--- config.mk ---
export PLATFORM = sky130hd
export DESIGN_NAME = dcache_ctrl
export DESIGN_NICKNAME = d
export VERILOG_FILES = /design/src/rtl/dcache_ctrl.sv
export SDC_FILE = /design/constraint.sdc
export NUM_CORES = 1
export LEC_CHECK = 0
export BUFFER_PORTS_ARGS = -buffer_cell sky130_fd_sc_hd__clkbuf_2
export CAP_MARGIN = 20
export CORE_AREA = 2 2 306 308
export DETAILED_ROUTE_END_ITERATION = 10
export DIE_AREA = 0 0 308 310
export GPL_TIMING_DRIVEN = 0
export HOLD_SLACK_MARGIN = 0.08
export PLACE_DENSITY_LB_ADDON = 0.05
export SLEW_MARGIN = 20
export SYNTH_ARGS = -nofsm -noshare
export SYNTH_HDL_FRONTEND = slang
export SYNTH_SLANG_ARGS = --single-unit
--- constraint.sdc ---
create_clock -name clk -period 11.1 [get_ports clk]
set_input_delay 1.11 -clock clk [delete_from_list [all_inputs] [get_ports clk]]
set_output_delay 1.11 -clock clk [all_outputs]
set_load 0.01 [all_outputs]
--- src/rtl/dcache_ctrl.sv ---
// Lookup/miss controller for a direct-mapped write-back data cache with 16-byte lines.
// Handles hit check, store merge, dirty writeback and two-beat refill over a 64-bit memory port.
module dcache_ctrl #(
    parameter int SETS  = 128,
    parameter int BEATS = 2
) (
    input  logic          clk,
    input  logic          rst,
    input  logic          cpu_req_valid,
    output logic          cpu_req_ready,
    input  logic [63:0]   cpu_req_addr,
    input  logic          cpu_req_wen,
    input  logic [63:0]   cpu_req_wdata,
    input  logic [7:0]    cpu_req_wmask,
    output logic          cpu_resp_valid,
    output logic [63:0]   cpu_resp_rdata,
    output logic [6:0]    tag_addr,
    output logic          tag_en,
    output logic [54:0]   tag_wdata,
    input  logic [54:0]   tag_rdata,
    output logic [6:0]    data_addr,
    output logic          data_en,
    output logic [127:0]  data_wdata,
    input  logic [127:0]  data_rdata,
    output logic          mem_req_valid,
    input  logic          mem_req_ready,
    output logic          mem_req_wen,
    output logic [63:0]   mem_req_addr,
    output logic [63:0]   mem_req_wdata,
    input  logic          mem_resp_valid,
    input  logic [63:0]   mem_resp_rdata
);
    localparam int IDX_W = $clog2(SETS);
    localparam int TAG_W = 64 - 4 - IDX_W;

    typedef enum logic [2:0] {
        S_IDLE, S_LOOKUP, S_WB_REQ, S_WB_WAIT, S_RF_REQ, S_RF_WAIT, S_RESP
    } state_t;

    state_t             r_state, w_next;
    logic [63:0]        r_addr, r_wdata, r_rword;
    logic               r_wen, r_beat;
    logic [7:0]         r_wmask;
    logic [127:0]       r_line;
    logic [TAG_W-1:0]   r_old_tag;

    logic [IDX_W-1:0]   w_idx;
    logic [TAG_W-1:0]   w_tag;
    logic               w_hit, w_victim_dirty, w_last_beat, w_unused;
    logic [63:0]        w_old_word, w_merged, w_line_word;
    logic [127:0]       w_store_line;

    function automatic logic [63:0] merge_bytes(input logic [63:0] old_w,
                                                input logic [63:0] new_w,
                                                input logic [7:0]  mask);
        logic [63:0] res;
        res = old_w;
        for (int b = 0; b < 8; b++)
            if (mask[b]) res[8*b +: 8] = new_w[8*b +: 8];
        return res;
    endfunction

    assign w_idx          = r_addr[IDX_W+3:4];
    assign w_tag          = r_addr[63:IDX_W+4];
    assign w_hit          = tag_rdata[54] && (tag_rdata[TAG_W-1:0] == w_tag);
    assign w_victim_dirty = tag_rdata[54] && tag_rdata[53];
    assign w_last_beat    = (r_beat == 1'(BEATS-1));
    assign w_old_word     = r_addr[3] ? data_rdata[127:64] : data_rdata[63:0];
    assign w_merged       = merge_bytes(w_old_word, r_wdata, r_wmask);
    assign w_store_line   = r_addr[3] ? {w_merged, data_rdata[63:0]}
                                      : {data_rdata[127:64], w_merged};
    assign w_line_word    = r_beat ? r_line[127:64] : r_line[63:0];
    assign w_unused       = ^r_addr[2:0];
    assign tag_addr       = w_idx;
    assign data_addr      = w_idx;

    always_comb begin
        w_next         = r_state;
        cpu_req_ready  = 1'b0;
        cpu_resp_valid = 1'b0;
        cpu_resp_rdata = '0;
        tag_en         = 1'b0;
        tag_wdata      = '0;
        data_en        = 1'b0;
        data_wdata     = '0;
        mem_req_valid  = 1'b0;
        mem_req_wen    = 1'b0;
        mem_req_addr   = '0;
        mem_req_wdata  = '0;
        case (r_state)
            S_IDLE: begin
                cpu_req_ready = 1'b1;
                if (cpu_req_valid) w_next = S_LOOKUP;
            end
            S_LOOKUP: begin
                if (w_hit) begin
                    if (r_wen) begin
                        data_en    = 1'b1;
                        data_wdata = w_store_line;
                        tag_en     = 1'b1;
                        tag_wdata  = {1'b1, 1'b1, w_tag};
                    end
                    w_next = S_RESP;
                end else if (w_victim_dirty) begin
                    w_next = S_WB_REQ;
                end else begin
                    w_next = S_RF_REQ;
                end
            end
            S_WB_REQ: begin
                mem_req_valid = 1'b1;
                mem_req_wen   = 1'b1;
                mem_req_addr  = {r_old_tag, w_idx, r_beat, 3'b000};
                mem_req_wdata = w_line_word;
                if (mem_req_ready) w_next = S_WB_WAIT;
            end
            S_WB_WAIT: begin
                if (mem_resp_valid) w_next = w_last_beat ? S_RF_REQ : S_WB_REQ;
            end
            S_RF_REQ: begin
                mem_req_valid = 1'b1;
                mem_req_addr  = {w_tag, w_idx, r_beat, 3'b000};
                if (mem_req_ready) w_next = S_RF_WAIT;
            end
            S_RF_WAIT: begin
                if (mem_resp_valid) begin
                    if (w_last_beat) begin
                        // Install the line, then replay the lookup, which now hits.
                        data_en    = 1'b1;
                        data_wdata = {mem_resp_rdata, r_line[63:0]};
                        tag_en     = 1'b1;
                        tag_wdata  = {1'b1, 1'b0, w_tag};
                        w_next     = S_LOOKUP;
                    end else begin
                        w_next = S_RF_REQ;
                    end
                end
            end
            S_RESP: begin
                cpu_resp_valid = 1'b1;
                cpu_resp_rdata = r_wen ? 64'd0 : r_rword;
                w_next         = S_IDLE;
            end
            default: w_next = S_IDLE;
        endcase
        // Reset silences every strobe so the arrays and memory see nothing mid-reset.
        if (rst) begin
            cpu_req_ready  = 1'b0;
            cpu_resp_valid = 1'b0;
            cpu_resp_rdata = '0;
            tag_en         = 1'b0;
            data_en        = 1'b0;
            mem_req_valid  = 1'b0;
        end
    end

    always_ff @(posedge clk) begin
        if (rst) begin
            r_state <= S_IDLE;
            r_beat  <= 1'b0;
        end else begin
            r_state <= w_next;
            case (r_state)
                S_LOOKUP:  r_beat <= 1'b0;
                S_WB_WAIT: if (mem_resp_valid) r_beat <= ~r_beat;
                S_RF_WAIT: if (mem_resp_valid) r_beat <= ~r_beat;
                default:   r_beat <= r_beat;
            endcase
        end
    end

    always_ff @(posedge clk) begin
        if (r_state == S_IDLE && cpu_req_valid) begin
            r_addr  <= cpu_req_addr;
            r_wen   <= cpu_req_wen;
            r_wdata <= cpu_req_wdata;
            r_wmask <= cpu_req_wmask;
        end
        if (r_state == S_LOOKUP) begin
            if (w_hit && !r_wen) r_rword <= w_old_word;
            if (!w_hit && w_victim_dirty) begin
                r_line    <= data_rdata;
                r_old_tag <= tag_rdata[TAG_W-1:0];
            end
        end
        if (r_state == S_RF_WAIT && mem_resp_valid) begin
            if (r_beat) r_line[127:64] <= mem_resp_rdata;
            else        r_line[63:0]   <= mem_resp_rdata;
        end
    end
endmodule

# Word level (Yosys, flattened, before mapping)
# Index checks and enable logic that the tools add are counted.
dict set report word_totals {
  ff_bits 386
  latchBits 0
  ramBits 0
  mem_bits_ro 0
  inputBits 389
  output_inout_bits 395
  word_cells 95
  n_memories 0
}
dict set report op_classes {
  add_sub_neg 0
  mul 0
  n_div 0
  n_lt_le_gt_ge 0
  n_eq_ne 13
  n_shift 0
  mux 56
  n_bitwise 1
  n_reduce_logical 16
}
# op count
set ops {}
lappend ops {{$mux W128} 8}
lappend ops {{$mux W64} 8}
lappend ops {{$pmux W128 S2} 1}
lappend ops {{$mux W55} 4}
lappend ops {{$pmux W64 S2} 1}
lappend ops {{$pmux W55 S2} 1}
lappend ops {{$mux W8} 8}
lappend ops {{$eq A53 B53 Y1} 1}
lappend ops {{$mux W3} 9}
lappend ops {{$pmux W3 S6} 1}
lappend ops {{$mux W1} 13}
lappend ops {{$ne A2 B2 Y1 const B} 5}
lappend ops {{$eq A3 B3 Y1 const B} 3}
lappend ops {{$eq A3 B2 Y1 const B} 2}
lappend ops {{$logic_and A1 B1 Y1} 6}
lappend ops {{$reduce_and A2 Y1} 3}
lappend ops {{$reduce_and A5 Y1} 1}
lappend ops {{$pmux W1 S2} 2}
lappend ops {{$reduce_or A2 Y1} 2}
lappend ops {{$eq A3 B1 Y1 const B} 1}
lappend ops {{$logic_not A3 Y1} 1}
lappend ops {{$logic_not A1 Y1} 2}
lappend ops {{$ne A2 B1 Y1 const B} 1}
lappend ops {{$reduce_bool A2 Y1} 1}
lappend ops {{$not A1 Y1} 1}

# Logic depth before layout (Yosys ltp)
# Gate-level depths: netlist (run 1).
dict set report logic_depth {
  word_depth 8
  ltp_mapped 9
  depth_no_buf 6
}

# Worst setup path after synthesis (run 1)
# Ideal clock, no wire load.
dict set report synth_timing {
  path_kind {input -> register}
  start {in tag_rdata[34]}
  end {reg r_rword[0], enable pin}
  arrival_time_ps 6921
  t_required_ps 10535
  setup_slack_ps 3614
  path_stages 6
  cell_sequence {nor2b_1 nor4_1 nand4_1 or4b_2 or3_1 nor3_1}
}
dict set report synth_via {
  elab_chain_len 4
}
# item line
set synth_lines {}
lappend synth_lines {{from (decl)} 20} ;# input logic [54:0] tag_rdata,
lappend synth_lines {{$eq A53 B53 Y1} 65} ;# assign w_hit = tag_rdata[54] && (tag_rdata[TAG_W-1:0] == w_tag);
lappend synth_lines {{$logic_and A1 B1 Y1} 65}
lappend synth_lines {{$logic_and A1 B1 Y1} 180} ;# if (w_hit && !r_wen) r_rword <= w_old_word;
lappend synth_lines {{$reduce_and A2 Y1 (no source line)} n/a}
lappend synth_lines {{to (signal assigned)} 180}
lappend synth_lines {{to (decl)} 41} ;# logic [63:0] r_addr, r_wdata, r_rword;
# No other way between the ends.
# A chain may end at the register's enable or synchronous reset.

# Worst setup path after layout (run 1)
dict set report layout_timing {
  start {in tag_rdata[34]}
  end {out data_wdata[5]}
}
dict set report layout_via {
  elab_chain_len 4
}
# item line
set layout_lines {}
lappend layout_lines {{$eq A53 B53 Y1} 65}
lappend layout_lines {{$logic_and A1 B1 Y1} 65}
lappend layout_lines {{$mux W128} 96} ;# if (w_hit) begin
lappend layout_lines {{$pmux W128 S2} 90} ;# case (r_state)
lappend layout_lines {{to (decl)} 23} ;# output logic [127:0] data_wdata,
# No other way between the ends.

==> results.md, run 1 <==
* Max-slew violation count at 0
* Port buffer count at 776
* Fill cell count at 9,981
* Clock latency on the worst-skew pair at approximately 630 ps
* Post-synth ARST share at 0
* Critical Path Max Stage Delay at 590 ps
* Endpoint class of the critical path: primary output
* DRC at 0
* CTS Buf Count at 53
* Final WL at 115,000 um
* Worst hold path class: register to register
* Ys flop type: edfxtp_1
* CTS Root Cell: clkbuf_16
* Leak at ~11 nW
* CP Launch Type: input port
* Placed Instance Area at 25,900 um2
* Placed insts at about 4,000
* Arr. time, crit path at between 4000 and 5000 ps
* Via count at roughly 20,000
* CORE AREA at 92,500 um2
* Area of the mapped netlist at 20,200 um2
* Maximum number of pins on one net before global-route repair at 40
* Antenna-violating nets left at 0
* Worst setup path startpoint: tag_rdata[34]
* Synth-to-Final Area Change at 36.7%
* DR vias/cell at around 4.8
* Crit-path slowest cell: or4_4
* CP Class: input port to primary output
* I/O pins at around 780
* Storage cell area at between 10,000 and 15,000 um2
* Total power at roughly 5.6 mW
* F_max at roughly 0.19 GHz
* EDFF count, synth at 251
* Net Sw Frac at 0.351
* GRT overflow at 0
* Antenna violations before repair at 30
* P_sw at between 1.5 and 2 mW
* Yosys reg bits at 383
* Die width at approximately 310 um
* Crit path required time at 9990 ps
* Sequential fraction of the synthesis area at 0.504
* Clock Sinks at around 380
* CTS Hold Buffers Added at 0
* CTS max path bufs at 3
* Crit Path Max Fanout at 10
* Netlist cell types at 47
* Die ar. at between 90,000 and 100,000 um2
* # Post-CTS Setup Buffers at 0
* Fin nets at roughly 3,200
* Iteration count of the initial detailed-routing pass at 7
* Synth warn at 0
* Crit-path cells: clkbuf_2 > nor2b_1 > or4_1 > nor4_1 > nand3_1 > or4_4 > clkbuf_1 > o21ai_0 > clkbuf_2
* Status: complete, no violations
* Clock share of power at 0.306
* Gpl congestion at around 0.84
* Worst r2r src: r_addr[18]
* Final period util at 0.483
* Pwr/cell area at 202 nW/um2
* Area of the multi-input gates at slightly above 9000 um2
* Cells resized by post-CTS repair at 0
* P_int at about 3.6 mW
* Final cell area excluding filler cells at 27,600 um2
* Fin crit period at about 5400 ps
* Htree depth at 2
* Finished Layout Cells at 4,083
* Hold Crit Start: r_line[96]
* Layout Skew at roughly 27 ps
* WL per Instance at around 28 um
* Layout cell share with drive strength beyond 1 at 0.346
* Syn_area_per_cell at 10.2 um2
* Worst slew margin at 0.258
* Critical Path Most Common Cell: clkbuf_2
* Peak supply drop at about 0.00012 V
* Sequential Power Share at 0.397
* Unrepaired setup endpoints after global routing: false
* # rows at 112
* Logic pwr share at 0.297
* Detail Placement HPWL at 89,500 um
* Total global-route track usage at 0.231
* Setup violations, final at 0
* Starting density of the core at 0.219
* Clock transition at the registers of the reported paths at roughly 60 ps
* Initial DRC count at about 1,200
* Syn Inst Count at slightly below 2,000
* First-pass GRT wire length at roughly 160,000 um
* Hold Violations, Final at 0
* Vias in the first global route at approximately 21,000
* Least-Margin Pin Slew at ~1100 ps
* CTS tree: done
* Max-cap violations at 0
* Die Ht at between 300 and 400 um
[Yosys cell counts (all sizes together) (2+ instances only)]
cell type  count  area [um2]
o21a           3        22.5
edfxtp       251        7540
o211ai       257        1930
mux2          64         721
nor2b         29         181
inv            8        30.0
a31oi          2        12.5
or3            4        25.0
nor3           8        40.0
xor2           3        26.3
nand4         16         100
o22ai          2        12.5
nor2          75         282
nand2        344        1290
mux2i        193        1930
dfxtp        132        2640
nor4           9        56.3
nand3          3        15.0
xnor2         36         315
clkbuf       133         499
buf           53         295
a21boi        51         383
nand4b         3        26.3
and2          66         413
a22o          53         464
o21ai        130         651
a21oi          9        45.0
a211oi         2        15.0
nand2b        16         100
o2111ai        4        35.0
or4            4        33.8
[stage by stage]
step	setup slack, ps	hold WS, ps	setup TNS, ps	utilization
finish	5740	480	0	0.299
global route	5540	498	0	0.299
CTS	5640	480	0	0.298
detailed placement	5650	469	0	0.280
global placement	-1980	465	-124870	0.277
floorplan	3610	457	0	-
[final cells by class]
cell class / count / area share
clock inverters: 28 / 0.00770
flip-flops and latches: 383 / 0.369
diodes: 14 / 0.00127
clock buffers: 72 / 0.0539
inverters: 8 / 0.00109
well taps: 1197 / 0.0542
plain buffers: 186 / 0.0291
repair buffers: 797 / 0.150
multi-input cells: 1398 / 0.334
[placed cells by master, fill, tap and decap left out, types with 4 or more instances in the layout]
cell type	Yosys	final
inv_1	7	7
buf_2	17	18
dfxtp_1	132	132
nor2b_1	29	29
mux2i_1	193	193
clkinv_2	0	13
o2111ai_1	4	4
buf_6	0	7
buf_4	20	29
a22o_1	53	53
o21ai_0	12	12
nand2_1	344	344
nand4_1	16	16
or3_1	4	4
and2_1	66	66
a21boi_1	48	48
nor2_1	75	74
diode_2	0	14
clkbuf_16	0	53
edfxtp_1	251	251
buf_1	16	16
nand2b_1	16	16
o211ai_1	257	257
nor3_1	8	6
clkbuf_8	0	9
o21ai_1	118	118
clkinv_1	0	8
nor4_1	9	8
mux2_2	64	64
xnor2_1	36	36
clkbuf_1	133	138
clkbuf_2	0	780
a21oi_1	9	9
[flip-flops by register name (all words and copies together) (netlist names)]
signal,cells
r_rword,64
r_state,3
r_old_tag,53
r_wen,1
r_addr,61
r_line,128
r_wdata,64
r_beat,1
r_wmask,8
[power by group through the flow]
stage,clock (mW),sequential (mW),combinational (mW)
4_1_cts,1.76,2.21,1.68
3_3_place_gp,0,2.28,1.63
2_1_floorplan,0,2.17,1.01
3_5_place_dp,0,2.24,1.68
5_1_grt,1.81,2.26,1.80
6_report,1.71,2.21,1.65
[kinds of logic (layout without fill, tap and decap cells)]
| group | Yosys count | in the layout | synth area share |
|---|---|---|---|
| multiplexers | 257 | 257 | 0.131 |
| AO/OA/AOI/OAI | 517 | 517 | 0.178 |
| XOR/XNOR | 39 | 39 | 0.0169 |
| other | 1 | 17 | 0.000186 |
| flip-flops | 383 | 383 | 0.504 |
| AND/OR/NAND/NOR | 582 | 582 | 0.129 |
| buffers and inverters | 194 | 1091 | 0.0408 |
[worst max-delay path: cells and delay by family]
kind / cells / cell delay, ps
buf+inv: 3 / 820
simple gates: 5 / 1880
compound gates: 1 / 410
[metal layers]
| metal | track usage | vias to the layer above | wire length (um) |
|---|---|---|---|
| li1 | - | 9017 | - |
| met1 | 0.273 | 9755 | 45600 |
| met2 | 0.406 | 776 | 57000 |
| met3 | 0.0653 | 170 | 8770 |
| met4 | 0.0689 | 34 | 3050 |
| met5 | 0 | - | 237 |
[worst paths after layout]
check,to,slack (ps),cells past startpoint
max,data_wdata[5],5740,9
min,r_line[96],480,2
max reg2reg,r_rword[23],7000,11
min reg2reg,r_line[96],480,2
No activity file was read; power rests on OpenSTA's default activity.
==> run 2: changes to the inputs <==
==> constraint.sdc (replaced) <==
create_clock -name clk -period 4.4 [get_ports clk]
set_input_delay 0.44 -clock clk [delete_from_list [all_inputs] [get_ports clk]]
set_output_delay 0.44 -clock clk [all_outputs]
set_load 0.01 [all_outputs]
==> run 2 against run 1 <==
Effect of this change: routed wire length grew 1.8%; setup slack got worse by 5600 ps; largest power group unchanged; cell count rose by 5.8%; first-iteration DRC count increased by 4.1%; sequential share of layout area is 3.1 points lower; register-to-register slack lost 6400 ps; clock power grew to 2.5 times the previous value.
==> results.md, run 2 (same netlist as run 1, synthesis figures left out) <==
* Status: complete, no violations
* Place WS at approximately 220 ps
* Htree depth at 2
* Reg2reg path depth at 10
* Crit-path cells: dlygate4sd3_1 > clkbuf_2 > xnor2_1 > nand4_1 > or3_1 > or2_2 > or4_4 > buf_4 > buf_4 > o21ai_4 > clkbuf_2
* Least-Margin Pin Slew at 1090 ps
* Via count at roughly 21,000
* Placed Instance Area at between 20,000 and 30,000 um2
* Critical Path Max Stage Delay at ~540 ps
* F_max at 0.235 GHz
* Layout Skew at ~23 ps
* Final cell area excluding filler cells at 30,200 um2
* Placed insts at 3,964
* Detail Placement HPWL at 89,400 um
* CTS max path bufs at 3
* P_int at roughly 9.3 mW
* Max-slew violation count at 0
* WL per Instance at about 27 um
* Clock transition at the registers of the reported paths at around 60 ps
* Synth-to-Final Area Change at 49.2%
* Fin nets at 3,462
* Final WL at 117,000 um
* Fin crit period at 4250 ps
* Pwr/cell area at 475 nW/um2
* Net Sw Frac at 0.352
* Crit Path Max Fanout at 10
* Worst hold path class: input port to register
* Peak supply drop at ~0.00032 V
* Port buffer count at a little under 800
* I/O pins at 784
* Crit path required time at ~4000 ps
* Final period util at 0.966
* Die ar. at about 95,000 um2
* Iteration count of the initial detailed-routing pass at 8
* Maximum number of pins on one net before global-route repair at 46
* CTS tree: done
* Endpoint class of the critical path: primary output
* Max-cap violations at 0
* Most frequent cells in the layout: clkbuf_2 (784), nand2_1 (344), o211ai_1 (257)
* DR vias/cell at 4.82
* Final setup margin at between 100 and 150 ps
* Logic pwr share at 0.308
* Clock share of power at 0.300
* Layout cell share with drive strength beyond 1 at 0.319
* Fill cell count at ~9,800
* Max reg flops at ~130
* Finished Layout Cells at about 4,300
* Total global-route track usage at 0.234
* # rows at about 110
* Hold Violations, Final at 0
* Die Ht at 310 um
* Clock Sinks at between 300 and 400
* GRT overflow at 0
* Arr. time, crit path at around 3800 ps
* Unrepaired setup endpoints after global routing: false
* Starting density of the core at 0.219
* DRC at 0
* Biggest register: r_line
* Die width at between 300 and 400 um
* Biggest regs: r_line x128, r_rword x64, r_wdata x64
* Antenna-violating nets left at 0
* P_sw at a little over 5 mW
* Sequential Power Share at 0.392
* Crit-path slowest cell: dlygate4sd3_1
* Setup violations, final at 0
* Initial DRC count at ~1,300
* CTS Buf Count at between 50 and 60
* CP Class: input port to primary output
* Leak at 12.3 nW
* Commonest non-fill, non-tap cell in the layout: clkbuf_2
* CTS Root Cell: clkbuf_16
* Gpl congestion at between 0.8 and 0.9
* CP Launch Type: input port
* First-pass GRT wire length at approximately 160,000 um
* Clock latency on the worst-skew pair at roughly 630 ps
* Antenna violations before repair at 17
* Worst slew margin at 0.273
* Vias in the first global route at 21,800
* Hold Crit Depth at 3
* CORE AREA at a little over 90,000 um2
-- run 2: power by group through the flow --
stage / clock network [mW] / registers, mW / logic, mW
2_1_floorplan: 0 / 5.48 / 2.55
3_3_place_gp: 0 / 5.62 / 3.89
3_5_place_dp: 0 / 5.66 / 4.24
4_1_cts: 4.42 / 5.59 / 4.47
5_1_grt: 4.53 / 5.71 / 4.78
6_report: 4.30 / 5.61 / 4.41
-- run 2: repair_timing --
action	CTS	global route
hold buffers	250	0
pin swaps	1	1
buffers inserted	0	1
gates resized for setup	12	9
setup endpoints to repair	96	61
hold endpoints to repair	283	0
-- run 2: path summary, 6_finish.rpt --
path	from	to	slack (ps)
min	data_rdata[94]	r_line[94]	130
max reg2reg	r_addr[62]	r_line[29]	600
min reg2reg	r_line[117]	r_line[117]	480
max	tag_rdata[50]	data_wdata[69]	150
-- run 2: cell type report --
type | instances | area (um2) | share of cell area
Inverter | 8 | 30.0 | 0.000996
Timing Repair Buffer | 1043 | 6630 | 0.220
Multi-Input combinational cell | 1398 | 9300 | 0.308
Sequential cell | 383 | 10200 | 0.338
Buffer | 186 | 823 | 0.0273
Antenna cell | 6 | 15.0 | 0.000498
Clock buffer | 78 | 1510 | 0.0502
Tap cell | 1197 | 1500 | 0.0497
Clock inverter | 22 | 161 | 0.00535
-- run 2: per-stage QoR --
step	TNS [ps]	total power, mW	hold WS [ps]	util
after floorplan	0	8.02	457	-
after detailed placement	0	9.91	469	0.280
final	0	14.3	130	0.326
after CTS	0	14.5	81.9	0.325
after global placement	-642010	9.51	465	0.277
after global routing	0	15.0	115	0.326
-- run 2: layer usage --
metal  wire length [um]  GRT usage
met1              48000      0.285
met2              57700      0.412
met3               7310     0.0471
met4               3590     0.0751
met5                127          0
-- run 2: worst max-delay path, delay by kind of cell --
family          cells  cell delay (ps)
compound gates      1              220
xor+xnor            1              420
buf+inv             5             1390
simple gates        4             1330
==> run 3: changes to the inputs <==
--- a/config.mk
+++ b/config.mk
@@ -8,11 +8,12 @@
 export BUFFER_PORTS_ARGS = -buffer_cell sky130_fd_sc_hd__clkbuf_2
 export CAP_MARGIN = 20
 export CORE_AREA = 2 2 306 308
+export CTS_CLUSTER_DIAMETER = 50
 export DETAILED_ROUTE_END_ITERATION = 10
 export DIE_AREA = 0 0 308 310
 export GPL_TIMING_DRIVEN = 0
 export HOLD_SLACK_MARGIN = 0.08
-export PLACE_DENSITY_LB_ADDON = 0.05
+export PLACE_DENSITY_LB_ADDON = 0.08
 export SLEW_MARGIN = 20
 export SYNTH_ARGS = -nofsm -noshare
 export SYNTH_HDL_FRONTEND = slang
==> run 3 against run 2 <==
Effect of this change: global-route usage up 0.20 points; sequential power about the same; via count up 1.9%; critical path type unchanged.
==> results.md, run 3 (same netlist as run 1, synthesis figures left out) <==
* Max-slew violation count at 0
* CTS tree: done
* Clock share of power at 0.372
* Crit-path cells: dlygate4sd3_1 > clkbuf_2 > nor2b_1 > or4_1 > nor4_2 > nand3_2 > or4_4 > buf_4 > clkbuf_4 > o21ai_2 > clkbuf_2
* Commonest non-fill, non-tap cell in the layout: clkbuf_2
* Hold Crit Depth at 3
* Arr. time, crit path at approximately 3900 ps
* I/O pins at slightly below 800
* GRT overflow at 0
* Via count at approximately 21,000
* Gpl congestion at between 0.8 and 0.9
* Final WL at about 120,000 um
* Antenna violations before repair at 15
* Biggest regs: r_line x128, r_rword x64, r_wdata x64
* Htree depth at 3
* Endpoint class of the critical path: primary output
* Worst slew margin at 0.269
* Pwr/cell area at 511 nW/um2
* Hold Violations, Final at 0
* Crit path required time at 3960 ps
* Place WS at approximately 250 ps
* Crit-path slowest cell: dlygate4sd3_1
* CP Class: input port to primary output
* Reg2reg path depth at 9
* Worst setup path startpoint: tag_rdata[34]
* Initial DRC count at 1,188
* CTS max path bufs at 3
* Critical Path Max Stage Delay at about 570 ps
* Max-cap violations at 0
* Finished Layout Cells at approximately 4,400
* Setup_tns at 0 ps
* Maximum number of pins on one net before global-route repair at 33
* Total power at 16.0 mW
* F_max at 0.233 GHz
* P_int at 10.5 mW
* Crit Path Max Fanout at 10
* Iteration count of the initial detailed-routing pass at 5
* Clock transition at the registers of the reported paths at approximately 50 ps
* Total global-route track usage at 0.236
* Fill cell count at approximately 9,800
* # rows at 112
* Die ar. at approximately 95,000 um2
* Placed Instance Area at approximately 26,000 um2
* Layout Skew at about 32 ps
* Fin crit period at between 4000 and 5000 ps
* Critical Path Most Common Cell: clkbuf_2
* WL per Instance at about 27 um
* CTS Root Cell: clkbuf_16
* Peak supply drop at roughly 0.00031 V
* First-pass GRT wire length at around 160,000 um
* Synth-to-Final Area Change at 54.6%
* CTS Buf Count at 79
* Most frequent cells in the layout: clkbuf_2 (785), nand2_1 (341), dlygate4sd3_1 (259)
* Die Ht at 310 um
* Starting density of the core at 0.219
* GRT Max-Usage Layer: met2
* DR vias/cell at ~4.8
* Leak at approximately 13 nW
* Die width at ~310 um
* CP Launch Type: input port
* Sequential Power Share at 0.351
* Max reg flops at around 130
* GR Util met2 at 0.410
* Hold Crit Start: data_rdata[64]
* P_sw at approximately 5.5 mW
* Clock latency on the worst-skew pair at 650 ps
* Placed insts at about 4,000
* CORE AREA at 92,500 um2
* Port buffer count at a little under 800
* Antenna-violating nets left at 0
* Met3 Resource Use GR at 0.0638
* Vias in the first global route at 21,900
* Worst hold path class: input port to register
* Layout cell share with drive strength beyond 1 at 0.339
* Net Sw Frac at 0.344
* Least-Margin Pin Slew at 1100 ps
* Final setup margin at roughly 100 ps
* Worst r2r src: r_addr[50]
* Biggest register: r_line
* Status: complete, no violations
* Final cell area excluding filler cells at approximately 31,000 um2
* Final period util at 0.977
* DRC at 0
* Detail Placement HPWL at between 90,000 and 100,000 um
* Setup violations, final at 0
* Clock Sinks at 383
* Fin nets at 3,498
* Logic pwr share at 0.277
* GR Util met1 at 0.281
[run 3: cell count changes in the layout (fill, tap and decap cells not counted), moves of 5 or more]
cell | previous run | this run
clkinvlp_4 | 0 | 13
clkbuf_16 | 55 | 82
o21ai_2 | 3 | 14
clkbuf_1 | 140 | 126
dlygate4sd3_1 | 250 | 259
buf_12 | 0 | 5
o21ai_1 | 115 | 103
diode_2 | 6 | 11
clkinv_4 | 2 | 12
[run 3: cell type report]
type	count	area [um2]	area share
sequential	383	10200	0.326
timing repair buffer	1053	6720	0.215
clock buffer	89	2110	0.0675
clock inverter	58	503	0.0161
multi-input combinational	1398	9340	0.299
antenna	11	27.5	0.000881
tap	1197	1500	0.0479
buffer	186	827	0.0265
inverter	8	30.0	0.000961
[run 3: final timing paths]
| check | slack, ps | endpoint |
|---|---|---|
| max | 100 | data_wdata[86] |
| min | 130 | r_line[64] |
| max reg2reg | 460 | r_rword[36] |
| min reg2reg | 480 | r_line[104] |
[run 3: per-layer routing]
metal  part of all wire  vias to the layer above
li1                   -                     9625
met1               0.41                    10500
met2               0.49                      880
met3              0.070                      200
met4              0.031                        6
met5            0.00033                        -
[run 3: stage by stage]
stage,utilization,hold slack [ps]
3_3_place_gp,0.277,465
5_1_grt,0.338,92.0
6_report,0.338,126
4_1_cts,0.337,80.0
2_1_floorplan,-,457
3_5_place_dp,0.280,472
[run 3: critical path: cells and delay by family]
kind                   cells  cell delay, ps
AND/OR/NAND/NOR            5            1730
AO/OA/AOI/OAI              1             270
buffers and inverters      5            1410
[run 3: what timing repair did]
action,in CTS,in global routing
resized for setup,21,15
endpoints found under the hold margin,303,0
endpoints found under the setup margin,153,74
hold buffers,259,0
gates cloned,0,0
pin swaps,1,0
buffers inserted,1,0
[run 3: power groups by stage]
stage                     clock [mW]  sequential (mW)  combinational [mW]
after global routing            6.23             5.71                4.79
after floorplan                    0             5.48                2.55
after detailed placement           0             5.65                4.23
final                           5.94             5.61                4.43
after global placement             0             5.61                3.89
after CTS                       6.07             5.59                4.48
